**config.mk**
```make
export PLATFORM = sky130hd
export DESIGN_NAME = reg_bank_slave
export DESIGN_NICKNAME = d
export VERILOG_FILES = /design/src/rtl/reg_bank_pkg.sv /design/src/rtl/reg_bank_mem.sv /design/src/rtl/reg_bank_slave.sv
export SDC_FILE = /design/constraint.sdc
export NUM_CORES = 1
export LEC_CHECK = 0
export ABC_AREA = 1
export CAP_MARGIN = 20
export CORE_MARGIN = 1
export CORE_UTILIZATION = 30
export CTS_BUF_LIST = sky130_fd_sc_hd__clkbuf_8
export DETAILED_ROUTE_END_ITERATION = 8
export PLACE_DENSITY_LB_ADDON = 0.3
export SLEW_MARGIN = 20
export SYNTH_ARGS = -nofsm -noshare
export SYNTH_HDL_FRONTEND = slang
export SYNTH_SLANG_ARGS = --single-unit
```
**constraint.sdc**
```tcl
create_clock -name clk -period 1.6 [get_ports clk]
set_input_delay 0.32 -clock clk [delete_from_list [all_inputs] [get_ports clk]]
set_output_delay 0.32 -clock clk [all_outputs]
set_load 0.005 [all_outputs]
```
**src/rtl/reg_bank_pkg.sv**
```systemverilog
`default_nettype none
// ============================================================================
// Module      : reg_bank_pkg
// Description : Shared types and constants for the register-bank target.
//               Holds the response FSM state encoding, the read-latency
//               ceiling and the width of the write counter.
// Revision    : 1.0 - initial release
// ============================================================================
package reg_bank_pkg;

    // Upper bound on the configurable read latency (cycles).
    localparam int RD_LAT_MAX = 4;

    // Width of the accepted-write counter.
    localparam int WR_COUNT_W = 16;

    // Width of the latency down-counter; holds values 0..RD_LAT_MAX-2.
    localparam int LAT_CNT_W  = $clog2(RD_LAT_MAX);

    // Response FSM states, explicitly encoded on two bits.
    typedef enum logic [1:0] {
        IDLE    = 2'd0,
        RD_WAIT = 2'd1,
        RD_RESP = 2'd2
    } state_e;

endpackage : reg_bank_pkg
`default_nettype wire

```
**src/rtl/reg_bank_mem.sv**
```systemverilog
`default_nettype none
// ============================================================================
// Module      : reg_bank_mem
// Description : DEPTH x DATA_W register array with synchronous reset, one
//               write port and one registered read port. The read register
//               loads only when a read is issued and otherwise holds, so the
//               response data stays stable while it waits to be consumed.
// Revision    : 1.0 - initial release
// ----------------------------------------------------------------------------
// Ports
//   clk      in   1       clock, rising edge
//   rst      in   1       synchronous reset, active-high; clears array and
//                         read register
//   i_we     in   1       write enable
//   i_widx   in   IDX_W   write index
//   i_wdata  in   DATA_W  write data
//   i_re     in   1       read enable; loads the read register
//   i_rzero  in   1       force the loaded read data to zero (no target)
//   i_ridx   in   IDX_W   read index
//   o_rdata  out  DATA_W  registered read data
// ============================================================================
module reg_bank_mem #(
    parameter int DATA_W = 8,
    parameter int DEPTH  = 16,
    parameter int IDX_W  = 4
) (
    input  logic              clk,
    input  logic              rst,
    input  logic              i_we,
    input  logic [IDX_W-1:0]  i_widx,
    input  logic [DATA_W-1:0] i_wdata,
    input  logic              i_re,
    input  logic              i_rzero,
    input  logic [IDX_W-1:0]  i_ridx,
    output logic [DATA_W-1:0] o_rdata
);

    logic [DATA_W-1:0] r_mem [DEPTH];
    logic [DATA_W-1:0] r_rdata;

    always_ff @(posedge clk) begin
        if (rst) begin
            r_mem   <= '{default: '0};
            r_rdata <= '0;
        end else begin
            if (i_we) begin
                r_mem[i_widx] <= i_wdata;
            end
            // The read samples the array contents as they stand before this
            // edge, which is the value the requester is owed.
            if (i_re) begin
                r_rdata <= i_rzero ? '0 : r_mem[i_ridx];
            end
        end
    end

    assign o_rdata = r_rdata;

endmodule : reg_bank_mem
`default_nettype wire

```
**src/rtl/reg_bank_slave.sv**
```systemverilog
`default_nettype none
// ============================================================================
// Module      : reg_bank_slave
// Description : Parametrised register-bank target on the en/wr/addr/wdata
//               bus. Stores accepted in-range writes, answers reads after a
//               fixed latency with a valid/ready response, flags
//               out-of-range accesses and counts accepted writes
//               (saturating).
// Revision    : 1.0 - initial release
// Config      : define WR_LOG_EN to print a simulation log line for every
//               accepted write; hardware behaviour is identical either way.
// ----------------------------------------------------------------------------
// Parameters
//   DATA_W  data width in bits
//   ADDR_W  address width in bits
//   DEPTH   number of registers, 1..2**ADDR_W
//   RD_LAT  read latency in cycles, 1..RD_LAT_MAX
// Ports
//   clk       in   1           clock, rising edge
//   rst       in   1           synchronous reset, active-high
//   en        in   1           request strobe
//   wr        in   1           1 = write, 0 = read
//   addr      in   ADDR_W      request address
//   wdata     in   DATA_W      write data
//   ready     out  1           bank can accept a request this cycle
//   rdata     out  DATA_W      read data, valid while rvalid
//   rvalid    out  1           read response valid
//   rready    in   1           consumer accepts the read response
//   rd_err    out  1           out-of-range read, qualified by rvalid
//   wr_err    out  1           one-cycle pulse after an out-of-range write
//   wr_count  out  WR_COUNT_W  accepted in-range writes, saturating
// ============================================================================
module reg_bank_slave
    import reg_bank_pkg::*;
#(
    parameter int DATA_W = 8,
    parameter int ADDR_W = 8,
    parameter int DEPTH  = 16,
    parameter int RD_LAT = 1
) (
    input  logic                  clk,
    input  logic                  rst,
    input  logic                  en,
    input  logic                  wr,
    input  logic [ADDR_W-1:0]     addr,
    input  logic [DATA_W-1:0]     wdata,
    output logic                  ready,
    output logic [DATA_W-1:0]     rdata,
    output logic                  rvalid,
    input  logic                  rready,
    output logic                  rd_err,
    output logic                  wr_err,
    output logic [WR_COUNT_W-1:0] wr_count
);

    // ------------------------------------------------------------------------
    // Elaboration-time parameter checks
    // ------------------------------------------------------------------------
    generate
        if (RD_LAT < 1 || RD_LAT > RD_LAT_MAX) begin : g_bad_rd_lat
            $error("reg_bank_slave: RD_LAT=%0d outside 1..%0d", RD_LAT, RD_LAT_MAX);
        end
        if (DEPTH < 1 || longint'(DEPTH) > (longint'(1) << ADDR_W)) begin : g_bad_depth
            $error("reg_bank_slave: DEPTH=%0d not in 1..2**ADDR_W", DEPTH);
        end
    endgenerate

    // ------------------------------------------------------------------------
    // Constants
    // ------------------------------------------------------------------------
    localparam int IDX_W = (DEPTH > 1) ? $clog2(DEPTH) : 1;

    // One bit wider than the address so DEPTH == 2**ADDR_W is representable;
    // the range check then covers the full address with no wrap.
    localparam logic [ADDR_W:0]           c_depth_lim = (ADDR_W + 1)'(DEPTH);
    localparam logic [LAT_CNT_W-1:0]      c_lat_load  = LAT_CNT_W'((RD_LAT > 1) ? RD_LAT - 2 : 0);
    localparam logic [LAT_CNT_W-1:0]      c_lat_one   = LAT_CNT_W'(1);
    localparam logic [WR_COUNT_W-1:0]     c_cnt_one   = WR_COUNT_W'(1);

    // ------------------------------------------------------------------------
    // Signals
    // ------------------------------------------------------------------------
    state_e                r_state;
    state_e                w_state_nxt;
    logic [LAT_CNT_W-1:0]  r_lat_cnt;
    logic [LAT_CNT_W-1:0]  w_lat_cnt_nxt;
    logic                  r_rvalid;
    logic                  w_rvalid_nxt;
    logic                  r_rd_err;
    logic                  w_rd_err_nxt;
    logic                  r_wr_err;
    logic [WR_COUNT_W-1:0] r_wr_count;

    logic                  w_ready;
    logic                  w_accept;
    logic                  w_in_range;
    logic                  w_wr_ok;
    logic                  w_rd_go;
    logic [DATA_W-1:0]     w_mem_rdata;

    // ------------------------------------------------------------------------
    // Request decode
    // ------------------------------------------------------------------------
    assign w_ready    = (r_state == IDLE);
    assign w_accept   = en && w_ready;
    assign w_in_range = ({1'b0, addr} < c_depth_lim);
    assign w_wr_ok    = w_accept && wr && w_in_range;
    assign w_rd_go    = w_accept && !wr;

    // ------------------------------------------------------------------------
    // Storage
    // ------------------------------------------------------------------------
    reg_bank_mem #(
        .DATA_W (DATA_W),
        .DEPTH  (DEPTH),
        .IDX_W  (IDX_W)
    ) u_mem (
        .clk     (clk),
        .rst     (rst),
        .i_we    (w_wr_ok),
        .i_widx  (addr[IDX_W-1:0]),
        .i_wdata (wdata),
        .i_re    (w_rd_go),
        .i_rzero (!w_in_range),
        .i_ridx  (addr[IDX_W-1:0]),
        .o_rdata (w_mem_rdata)
    );

    // ------------------------------------------------------------------------
    // Response FSM: state register
    // ------------------------------------------------------------------------
    always_ff @(posedge clk) begin
        if (rst) begin
            r_state   <= IDLE;
            r_lat_cnt <= '0;
            r_rvalid  <= 1'b0;
            r_rd_err  <= 1'b0;
        end else begin
            r_state   <= w_state_nxt;
            r_lat_cnt <= w_lat_cnt_nxt;
            r_rvalid  <= w_rvalid_nxt;
            r_rd_err  <= w_rd_err_nxt;
        end
    end

    // ------------------------------------------------------------------------
    // Response FSM: next state
    // The data is captured at the accepting edge; rvalid is registered out of
    // RD_RESP so it asserts exactly RD_LAT edges after acceptance. RD_RESP is
    // left only once the consumer has actually seen rvalid with rready.
    // ------------------------------------------------------------------------
    always_comb begin
        w_state_nxt   = r_state;
        w_lat_cnt_nxt = r_lat_cnt;
        w_rvalid_nxt  = r_rvalid;
        w_rd_err_nxt  = r_rd_err;

        case (r_state)
            IDLE: begin
                if (w_rd_go) begin
                    w_state_nxt   = (RD_LAT > 1) ? RD_WAIT : RD_RESP;
                    w_lat_cnt_nxt = c_lat_load;
                    w_rd_err_nxt  = !w_in_range;
                end
            end
            RD_WAIT: begin
                if (r_lat_cnt == '0) begin
                    w_state_nxt = RD_RESP;
                end else begin
                    w_lat_cnt_nxt = r_lat_cnt - c_lat_one;
                end
            end
            RD_RESP: begin
                if (r_rvalid && rready) begin
                    w_state_nxt  = IDLE;
                    w_rvalid_nxt = 1'b0;
                    w_rd_err_nxt = 1'b0;
                end else begin
                    w_rvalid_nxt = 1'b1;
                end
            end
            default: begin
                w_state_nxt  = IDLE;
                w_rvalid_nxt = 1'b0;
                w_rd_err_nxt = 1'b0;
            end
        endcase
    end

    // ------------------------------------------------------------------------
    // Write status: error pulse and saturating counter
    // ------------------------------------------------------------------------
    always_ff @(posedge clk) begin
        if (rst) begin
            r_wr_err   <= 1'b0;
            r_wr_count <= '0;
        end else begin
            r_wr_err <= w_accept && wr && !w_in_range;
            if (w_wr_ok && (r_wr_count != '1)) begin
                r_wr_count <= r_wr_count + c_cnt_one;
            end
        end
    end

    // ------------------------------------------------------------------------
    // Optional write log (simulation only)
    // ------------------------------------------------------------------------
`ifdef WR_LOG_EN
    always_ff @(posedge clk) begin
        if (!rst && w_accept && wr) begin
            if (w_in_range) begin
                $display("[%0t] Write data = 0x%0h to addr[0x%0h]", $time, wdata, addr);
            end else begin
                $display("[%0t] Write addr[0x%0h] out of range", $time, addr);
            end
        end
    end
`else
    // Write logging compiled out.
`endif

    // ------------------------------------------------------------------------
    // Outputs
    // ------------------------------------------------------------------------
    assign ready    = w_ready;
    assign rdata    = w_mem_rdata;
    assign rvalid   = r_rvalid;
    assign rd_err   = r_rd_err;
    assign wr_err   = r_wr_err;
    assign wr_count = r_wr_count;

endmodule : reg_bank_slave
`default_nettype wire

```
**Word-level counts from Yosys, hierarchy flattened**

Index checks and enable logic that the tools add are counted.

- Register bits: 159
- Input port bits: 21
- Output and inout bits: 28
- Logic and storage cells: 73

- Add/sub/neg operators: 2
- Order comparisons: 3
- Equal/unequal tests: 7
- Muxes and demuxes: 19
- Bitwise operators: 2
- Reductions and logical operators: 17

Operators by type and width:

| kind | count |
|---|---|
| $bwmux W128 | 1 |
| $bmux W8 S4 | 1 |
| $demux W8 S4 | 1 |
| $mux W8 | 4 |
| $add A16 B1 Y16 const B | 1 |
| $ne A16 B16 Y1 const B | 1 |
| $mux W2 | 5 |
| $reduce_and A3 Y1 | 3 |
| $logic_and A1 B1 Y1 | 8 |
| $lt A8 B5 Y1 const B | 1 |
| $ne A2 B2 Y1 const B | 3 |
| $pmux W2 S3 | 1 |
| $ge A5 B5 Y1 const B | 1 |
| $lt A5 B1 Y1 const B | 1 |
| $not A4 Y5 | 1 |
| $logic_not A2 Y1 | 2 |
| $pmux W2 S2 | 1 |
| $mux W1 | 3 |
| $pmux W1 S3 | 1 |
| $eq A2 B1 Y1 const B | 1 |
| $eq A2 B2 Y1 const B | 1 |
| $logic_not A1 Y1 | 2 |
| $ne A2 B1 Y1 const B | 1 |
| $pmux W1 S2 | 1 |
| 4 further kinds | 4 |

**Depth between registers and ports, before layout**

- Word-level depth: 6
- Depth in mapped cells: 11
- Gate-level depth less buffers: 9

**Hierarchy**

Synthesis repeated with hierarchy kept, for this count alone.

- Cells, all modules: 1091
- Area, all modules: 7890.1 µm²

By module, submodules not included:

| module | times used | cells each | area each (µm²) |
|---|---|---|---|
| reg_bank_mem | 1 | 918 | 6727.7 |
| reg_bank_slave | 1 | 173 | 1162.4 |

**Least setup slack after synthesis**

Ideal clock, no wire load.

- Kind: register -> register
- From: register r_wr_count[0] (netlist: wr_count[0])
- To: register r_wr_count[8] (netlist: wr_count[8])
- Setup time: 132 ps
- Arrival time: 1479 ps
- Data required time: 1468 ps
- Setup slack: -11 ps
- Stages on the path, launching flop included: 10
- Period minus slack after synthesis: 1611 ps
- Cell sequence: dfxtp_1 -> ha_1 -> nand3_1 -> nor3_2 -> nand3b_1 -> nand2_2 -> inv_1 -> buf_2 -> nand2_1 -> a21oi_1

- Word-level cells in the longest chain between the ends: 2
- Elaborated cells between the ends (all ways): 3

Ends and longest elaborated chain:

| item | RTL line | text |
|---|---|---|
| start: declaration | reg_bank_slave.sv:92 | `logic [WR_COUNT_W-1:0] r_wr_count;` |
| start signal: assignment | reg_bank_slave.sv:200 | `r_wr_count <= r_wr_count + c_cnt_one;` |
| parallel branches: the longest is 2 deep, another holds $add A16 B1 Y16 | -- |  |

Parallel ways; which one is timed is not known.
A chain may end at the register's enable or synchronous reset.

**Worst setup path in the final report**

- From: input en
- To: register u_mem.r_mem[14] in the netlist's numbering

- Word-level cells in the longest chain between the ends: 3

Ends and longest elaborated chain:

| item | RTL line | text |
|---|---|---|
| start: declaration | reg_bank_slave.sv:43 | `input logic en,` |
| $logic_and A1 B1 Y1 | reg_bank_slave.sv:105 | `assign w_accept = en && w_ready;` |
| $logic_and A1 B1 Y1 (2 in series) | reg_bank_slave.sv:107 | `assign w_wr_ok = w_accept && wr && w_in_range;` |
| end signal: indexed assignment | reg_bank_mem.sv:47 | `r_mem[i_widx] <= i_wdata;` |
| end: declaration | reg_bank_mem.sv:38 | `logic [DATA_W-1:0] r_mem [DEPTH];` |

No other way between the ends.

==> run summary <==
Status = finished with violations
Failing checks = setup timing
Sequential Power Share = 49.1%
N_diodes = 0
Cell area after layout = 9420 um^2
Routed WL = 20.4 mm
Post-layout nets = 1134
Initial DRC count = 568
Vias in the first global route = 6198
GRT overflow = 0
Yosys top cell by area = dfxtp_1
Worst Hold Slack = 0.467 ns
Clock skew = 0.0110 ns
Critical path arrival = 2.02 ns
Reg2Reg Setup Slack = -0.02 ns
Final Hold Viols = 0
Clock power frac = 44.2%
Max-slew violation count = 0
RSZ-0062 raised after global routing = yes
GR Layer Usage met1 = 24.5%
Final setup fails = 1
Lkg Pwr = 0.00412 uW
Critical Path Start Type = input port
Req. time, crit path = 1.98 ns
Sequential area share after synthesis = 43.8%
Syn Area/Cell = 7.08 um^2
Synth cell types = 30
Antenna viol nets, final = 0
Top Usage Layer GRT = met2
Htree depth = 4
Top FF cell, synth = dfxtp_1
Area growth syn-to-layout = 32.0%
Int Pwr = 6030 uW
Clk sinks = 156
IO Pins = 49
Fin crit share = 102%
Fin crit period = 1.64 ns
Max clock buf depth = 2
TritonCTS Buffers = 17
Global-route wire length before repair = 32.9 mm
Flops & latches, synth = 156
Gr usage total = 17.2%
Dpl ws = -0.375 ns
Fraction of registers with async set or reset after synthesis = 0%
# rows = 56
Placer congestion estimate = 0.876
Core ar. = 23400 um^2
Ys Warns = 0
Worst slew pin tran = 0.345 ns
CTS tree = built
Clock latency on the worst-skew pair = 0.46 ns
M2 GR Usage = 25.9%
Placed cell areas = 8500 um^2
Non-Filler Instances = 1444
Hpwl dp = 13.0 mm
Die Y = 156 um
Hold WC Path Type = reg -> reg
Relative slew slack = 76.9%
Dominant cells by area after synthesis = dfxtp_1, nand2_1, a21oi_1, o21ai_0, nor2_4
CP Capture Type = flop
Routed vias/inst = 4.67
Hold_buf cts = 0
Crit Path Class = in -> reg
Max Fclk = 610 MHz
CTS root buf = clkbuf_8
Max cap viols = 0
Post-synth EDFFs = 0
Synthesized Nets = 1030
Synthesized area = 7140 um^2
Pin count of the biggest net entering global routing = 64
Most numerous cell in the Yosys netlist = nand2_1
PwrDens = 840 nW/um^2
Sw Share = 23.8%
Final core utilization = 40.3%
Sw power = 1890 uW
Max VDD drop = 0.563 mV
IO buf count = 48
Die width = 156 um
DIE AREA = 24400 um^2
Starting Density = 30.5%
Inst Count DP = 1384
Reg clk slew, reported paths = 0.08 ns
Drt first pass iters = 5
Initial antenna violation count = 0
Post-Synthesis Cells = 1008
Share of the synthesized area in the top cell type = 43.8%
Comb pwr share = 6.7%
Worst-path fanout max = 5
Share of post-route cells with drive strength above 1 = 19.1%
DRC = 0
Worst Slack Setup Final = -0.0385 ns
M3 GR Usage = 3.63%
Commonest cells post-synth = nand2_1, dfxtp_1, a21oi_1
Via count = 6750
Wirelength per Cell = 14.1 um
==> final cells by class <==
cell class / instances / area [um^2]
fill: 2460 / 14000
sequential: 156 / 3170
clock buffer: 19 / 262
multi-input combinational: 767 / 3680
tap: 319 / 399
clock inverter: 13 / 213
timing repair buffer: 149 / 1620
inverter: 21 / 81.3
==> routing by layer <==
layer / up-vias / wire [um]
li1: 3501 / -
met1: 3060 / 10100
met2: 170 / 9020
met3: 19 / 1070
met4: 0 / 231
met5: - / 0
==> cells in the final DEF, fill, tap and decap left out, drive strengths merged <==
cell and instances:
clkdlybuf4s50 19, clkinv 5, nor3b 2, clkinvlp 3, xnor2 5, buf 101, dlygate4sd2 28, xor2 7
inv 21, bufinv 5, nand3 8, a211oi 1, nor2 41, clkbuf 20, nand2 407, nor3 2
ha 1, a21oi 152, dfxtp 156, o21ai 137, nand3b 2, nand4 2
==> metrics by stage <==
| step | TNS, ns | total power [uW] |
|---|---|---|
| after floorplan | 0 | 4220 |
| after global placement | -43.32 | 4490 |
| after detailed placement | -44.49 | 4490 |
| after CTS | 0 | 7970 |
| after global routing | -0.851 | 8210 |
| final | -0.0385 | 7920 |
==> critical path: stages <==
cell and delay, ns:
clkdlybuf4s50_1 0.53, nand3_4 0.12, nor2_8 0.15, buf_12 0.14, buf_12 0.10, nand2_8 0.07
nor2_4 0.20, buf_4 0.16, o21ai_0 0.08, a21oi_1 0.15
==> worst paths after layout <==
path | startpoint | end | depth (start not counted)
max reg2reg | r_state[1]$_SDFFE_PP0P_ | u_mem.r_mem[14]$_SDFFE_PP0P_ | 10
max | en | u_mem.r_mem[14]$_SDFFE_PP0P_ | 10
min reg2reg | u_mem.o_rdata[3]$_SDFFE_PP0P_ | u_mem.o_rdata[3]$_SDFFE_PP0P_ | 2
min | u_mem.o_rdata[3]$_SDFFE_PP0P_ | u_mem.o_rdata[3]$_SDFFE_PP0P_ | 2
==> cell families after synthesis <==
group / after synthesis / synth area share [%]
compound gates: 290 / 20.4
xor+xnor: 12 / 1.47
fa+ha+maj: 1 / 0.175
buf+inv: 86 / 6.50
flops: 156 / 43.8
simple gates: 463 / 27.7
==> power groups by stage <==
stage / registers, uW / clock network [uW] / logic (uW)
2_1_floorplan: 3990 / 0 / 233
3_3_place_gp: 3990 / 0 / 508
3_5_place_dp: 3990 / 0 / 507
4_1_cts: 3880 / 3570 / 515
5_1_grt: 3890 / 3750 / 569
6_report: 3890 / 3500 / 531
==> state kept, by name, indices dropped and copies added (netlist names) <==
signal and cells:
u_mem.o_rdata 8, u_mem.r_mem 128, rd_err 1, wr_count 16, wr_err 1, rvalid 1
r_state 1
==> timing repair <==
| action | CTS | global route |
|---|---|---|
| setup buffers | 12 | 15 |
| setup endpoints to repair | 29 | 80 |
| gates cloned | 0 | 2 |
| pin swaps | 3 | 8 |
| gates resized for setup | 55 | 69 |
(Power assumes the default switching activity.)
